[src/rtl/cdb_result_arbiter.sv]
// cdb_result_arbiter: per-source result FIFOs with round-robin grants onto two registered CDB slots
module cdb_result_arbiter #(
  parameter int DATA_W = 20,
  parameter int DEPTH  = 2
) (
  input  logic                  clk,
  input  logic                  rst,
  input  logic                  int_valid,
  input  logic [DATA_W-1:0]     int_data,
  output logic                  int_ready,
  input  logic                  ls_valid,
  input  logic [DATA_W-1:0]     ls_data,
  output logic                  ls_ready,
  input  logic                  mul_valid,
  input  logic [DATA_W-1:0]     mul_data,
  output logic                  mul_ready,
  input  logic [1:0]            slot_en,
  output logic [2*DATA_W+1:0]   CDBData,
  output logic [2:0]            clearRSEntry,
  output logic [1:0]            rr_ptr
);
  localparam int PW = DEPTH > 1 ? $clog2(DEPTH) : 1;
  localparam int CW = $clog2(DEPTH + 1);
  localparam int SW = DATA_W + 1;

  logic [DATA_W-1:0] mem_q [3][DEPTH];
  logic [DATA_W-1:0] mem_d [3][DEPTH];
  logic [PW-1:0]     wp_q [3], wp_d [3], rp_q [3], rp_d [3];
  logic [CW-1:0]     cnt_q [3], cnt_d [3];
  logic [2*SW-1:0]   cdb_q, cdb_d;
  logic [2:0]        clr_q, clr_d;
  logic [1:0]        rr_q, rr_d;
  logic [2:0]        vld, rdy, push, grant;
  logic [DATA_W-1:0] din [3];
  logic [DATA_W-1:0] head [3];
  logic [1:0]        n_en, ng, idx, last;
  logic [2:0]        s;

  function automatic logic [PW-1:0] inc(input logic [PW-1:0] p);
    return p == PW'(DEPTH - 1) ? '0 : p + 1'b1;
  endfunction

  assign vld    = {mul_valid, ls_valid, int_valid};
  assign din[0] = int_data;
  assign din[1] = ls_data;
  assign din[2] = mul_data;
  assign push   = vld & rdy;

  for (genvar i = 0; i < 3; i++) begin : g_src
    // Ready looks only at the registered count, so a full FIFO refuses even while popping.
    assign rdy[i]  = !rst && (cnt_q[i] < CW'(DEPTH));
    assign head[i] = mem_q[i][rp_q[i]];
  end

  always_comb begin
    grant = '0;
    cdb_d = '0;
    ng    = '0;
    last  = rr_q;
    s     = '0;
    idx   = '0;
    n_en  = {1'b0, slot_en[0]} + {1'b0, slot_en[1]};
    for (int k = 0; k < 3; k++) begin
      s   = {1'b0, rr_q} + 3'(k);
      idx = s >= 3'd3 ? 2'(s - 3'd3) : s[1:0];
      if (cnt_q[idx] != '0 && ng < n_en) begin
        grant[idx] = 1'b1;
        last       = idx;
        if (ng == 2'd0 && slot_en[0]) cdb_d[SW-1:0] = {1'b1, head[idx]};
        else cdb_d[2*SW-1:SW] = {1'b1, head[idx]};
        ng = ng + 2'd1;
      end
    end
    clr_d = grant;
    rr_d  = grant != '0 ? (last == 2'd2 ? 2'd0 : last + 2'd1) : rr_q;
  end

  always_comb begin
    mem_d = mem_q;
    wp_d  = wp_q;
    rp_d  = rp_q;
    cnt_d = cnt_q;
    for (int i = 0; i < 3; i++) begin
      if (push[i]) begin
        mem_d[i][wp_q[i]] = din[i];
        wp_d[i] = inc(wp_q[i]);
      end
      if (grant[i]) rp_d[i] = inc(rp_q[i]);
      cnt_d[i] = cnt_q[i] + CW'(push[i]) - CW'(grant[i]);
    end
  end

  always_ff @(posedge clk) begin
    mem_q <= mem_d;
    if (rst) begin
      wp_q  <= '{default: '0};
      rp_q  <= '{default: '0};
      cnt_q <= '{default: '0};
      cdb_q <= '0;
      clr_q <= '0;
      rr_q  <= '0;
    end else begin
      wp_q  <= wp_d;
      rp_q  <= rp_d;
      cnt_q <= cnt_d;
      cdb_q <= cdb_d;
      clr_q <= clr_d;
      rr_q  <= rr_d;
    end
  end

  assign int_ready    = rdy[0];
  assign ls_ready     = rdy[1];
  assign mul_ready    = rdy[2];
  assign CDBData      = cdb_q;
  assign clearRSEntry = clr_q;
  assign rr_ptr       = rr_q;
endmodule

[config.mk]
export PLATFORM = sky130hd
export DESIGN_NAME = cdb_result_arbiter
export DESIGN_NICKNAME = d
export VERILOG_FILES = /design/src/rtl/cdb_result_arbiter.sv
export SDC_FILE = /design/constraint.sdc
export NUM_CORES = 1
export LEC_CHECK = 0
export ABC_AREA = 1
export CAP_MARGIN = 20
export CORE_MARGIN = 3
export CORE_UTILIZATION = 55
export CTS_CLUSTER_DIAMETER = 50
export DETAILED_ROUTE_END_ITERATION = 8
export GPL_TIMING_DRIVEN = 0
export PLACE_DENSITY = 0.77
export SYNTH_ARGS = -nofsm -noshare
export SYNTH_HDL_FRONTEND = slang
export SYNTH_SLANG_ARGS = --single-unit
[constraint.sdc]
create_clock -name clk -period 4.8 [get_ports clk]
set_input_delay 1.44 -clock clk [delete_from_list [all_inputs] [get_ports clk]]
set_output_delay 1.44 -clock clk [all_outputs]
set_load 0.1 [all_outputs]
==> run metrics <==
status finished, violations left; failing checks DRC; nets@finish 1132; post-synthesis mux area share 0.0397; xor/xnor share of the synthesized area 0.00307; Max Clk Rate 0.215 GHz; port bufs about 120; Buf/Inv on CP 2; Gate Count Post-Synth 907; Post-DRT Antenna Nets 0; Syn-to-layout area delta 24.9%; largest net degree at the start of global routing 21; area share of fa/ha/maj cells after synthesis 0.0219; CTS H-tree lvls 4; Critical-path top delay cell clkdlybuf4s50_1; CP arrival 3210 ps; Clock Tree Buf Depth 2; Initial Util 0.576; slew of the pin with the lowest slew margin between 900 and 1000 ps; Simple-Gate Fraction of Synth Area 0.152; Avg Cell Area, Syn 9.45 um^2; Yosys cell types 37; core area 14900 um^2; LEAKAGE 4.24 nW; Ports around 120; endpoints failing setup 0; Met1 Wirelength a little under 10 mm; Hold/Removal Path Class flip-flop to flip-flop; max-slew violation count 0; CTS Sinks 179; DR WL/cell between 15 and 20 um; Critical Path Fanout Max 10; number of synthesized register bits 179; relative slew slack 0.340; Detailed Route WL 22.6 mm; routed wl met3 about 2.5 mm; vias in the first global route 6301; CTS root buffer clkbuf_16; Synth Area in Compound Gates 0.164; Placed Cells incl. Taps 1212; Post-Layout Cell Count 1247; Clock Latency Late Sink 430 ps; GRT Total Usage 0.266; post-DR vias/cell ~5.7; Critical Path Sink Type output pin; Crit path required time 3360 ps; wire length on met2 about 10 mm; DP HPWL 16.7 mm; net count after synthesis between 900 and 1k; number of synthesized flops with an enable pin 120; VDD IR-drop max ~370 uV; Overall Power a little under 8 mW; Clock transition at path regs 80 ps; Tcrit/Tclk final 0.970; Ant. Diodes 0; cts bufs inserted 17; ys async rst share 0; Final WS setup roughly 150 ps; maxcap violations 0; synthesized cell area 8570 um^2; largest family of logic cells by synthesized area compound AO/OA/AOI/OAI gates; die height roughly 130 um; CP cell instances clkbuf_1 -> nor2_1 -> clkdlybuf4s50_1; Most used DFF post-synth edfxtp_1; Final Wtd Congestion 0.916; RSZ-0062 raised after global routing false; total gr overflow 0; initial antenna violation count 0; Die X 131 um; Die Area 17100 um^2; # rows 44; 1st-iter DRT viols ~1.1k; post-layout minimum cycle time 4650 ps; vias 7160; critical path type input pin to output pin; PD cells 724 nW/um^2; pre-CTS setup slack -646 ps; Ys Warns 0; register area share after synthesis 0.558; max incr delay on CP 1210 ps; Clock Skew 8.47 ps; CTS tree done; first-pass detailed-route iteration total 9; global-route wire length before repair 34.3 mm; layout cells sized above 1 0.103; crit start category input pin; DRC Markers 1; top layer in use met4; Hold WS 493 ps; Hold Vio Cnt, Final 0; cell family contributing the most delay on the critical path buffers and inverters
-- worst register-to-register path: cells and delay by family, from the launching register on --
kind                       cells  cell delay (ps)
DFF                            1              440
AOI/OAI and AO/OA              5              950
buffers and inverters          6              690
adders and majority gates      4              940
and+or+nand+nor                5              610
xor gates and xnor gates       1              180
-- registers in the layout, indices dropped and copies added, names as in the netlist --
signal / count
cnt_q: 6
rp_q: 3
rr_ptr: 2
CDBData: 42
wp_q: 3
clearRSEntry: 3
mem_q: 120
-- placed cells by master, fill, tap and decap left out, types with 2 or more instances in the layout --
| master | count |
|---|---|
| clkdlybuf4s50_1 | 114 |
| inv_6 | 3 |
| nor2_4 | 2 |
| o221ai_1 | 5 |
| inv_8 | 6 |
| dfxtp_1 | 59 |
| edfxtp_1 | 120 |
| o21ai_0 | 74 |
| inv_1 | 67 |
| o21ai_1 | 37 |
| clkbuf_1 | 27 |
| buf_4 | 9 |
| o21bai_1 | 5 |
| a31oi_1 | 2 |
| nand2_2 | 5 |
| clkinv_8 | 3 |
| buf_6 | 2 |
| o22ai_1 | 11 |
| inv_2 | 4 |
| and2_1 | 10 |
| nor2_2 | 12 |
| a211oi_1 | 5 |
| nand2_4 | 5 |
| xor2_1 | 3 |
| buf_1 | 4 |
| nand2_1 | 123 |
| clkinvlp_4 | 2 |
| buf_2 | 12 |
| or2_2 | 15 |
| nor3_1 | 13 |
| nor2_1 | 108 |
| buf_8 | 6 |
| a21oi_1 | 76 |
| mux2i_1 | 34 |
| a22oi_1 | 28 |
| clkbuf_16 | 17 |
| nand3_1 | 10 |
| ha_1 | 15 |
-- through the flow --
stage | setup TNS, ps | cell area (um^2) | util
6_report | 0 | 10700 | 0.720
5_1_grt | 0 | 10700 | 0.720
4_1_cts | 0 | 10700 | 0.717
3_5_place_dp | -11190 | 10100 | 0.676
3_3_place_gp | -10970 | 9950 | 0.669
2_1_floorplan | 0 | 8570 | -
-- routing by layer --
metal,GRT usage,vias to the layer above
li1,-,3415
met1,0.385,3220
met2,0.407,480
met3,0.0626,45
met4,0.0684,0
met5,0,-
-- cell usage after synthesis, types with 4 or more instances --
cell type,n,area share
or2_2,15,0.011
ha_1,15,0.022
o221ai_1,5,0.0051
a21oi_1,77,0.045
o21ai_0,74,0.043
a22oi_1,28,0.025
nand3_1,10,0.0058
o21ai_1,38,0.022
clkbuf_1,27,0.012
buf_1,4,0.0018
buf_2,13,0.0076
inv_1,68,0.030
o22ai_1,11,0.0080
buf_4,5,0.0044
mux2i_1,34,0.040
o21bai_1,5,0.0044
edfxtp_1,120,0.42
dfxtp_1,59,0.14
nand2_1,125,0.055
nor2_1,115,0.050
nand2_2,4,0.0029
a211oi_1,5,0.0044
nand2_4,4,0.0053
and2_1,10,0.0073
nor3_1,13,0.0076
nor2_2,5,0.0037
-- timing repair --
action	4_1_cts	5_1_grt
hold endpoints to repair	0	0
pin swaps	0	1
buffers inserted	0	4
resized for setup	2	6
setup endpoints to repair	3	3
hold buffers	0	0
-- cell families after synthesis --
group           count (synthesis)
xor+xnor                        3
buf+inv                       124
fa+ha+maj                      15
mux                            34
simple gates                  304
compound gates                248
flops                         179
-- final cells by class --
type | count | area, um^2
inverters | 73 | 277
well taps | 184 | 230
repair buffers | 125 | 1270
plain buffers | 50 | 236
fillers | 1125 | 4170
flip-flops and latches | 179 | 4780
clock buffers | 17 | 425
clock inverters | 15 | 174
multi-input cells | 604 | 3300
-- worst paths after layout --
kind,startpoint,to,slack [ps],depth (start not counted)
max,rst,ls_ready,150,3
min,cnt_q[5]$_SDFF_PP0_,cnt_q[5]$_SDFF_PP0_,490,1
max reg2reg,rr_ptr[0]$_SDFFE_PP0P_,cnt_q[1]$_SDFF_PP0_,910,21
min reg2reg,cnt_q[5]$_SDFF_PP0_,cnt_q[5]$_SDFF_PP0_,490,1
-- power breakdown --
group	internal, mW	switching, mW
registers	1.88	0.0748
logic	1.26	3.15
clock network	0.708	0.678
Power figures use the tool's default switching activity.
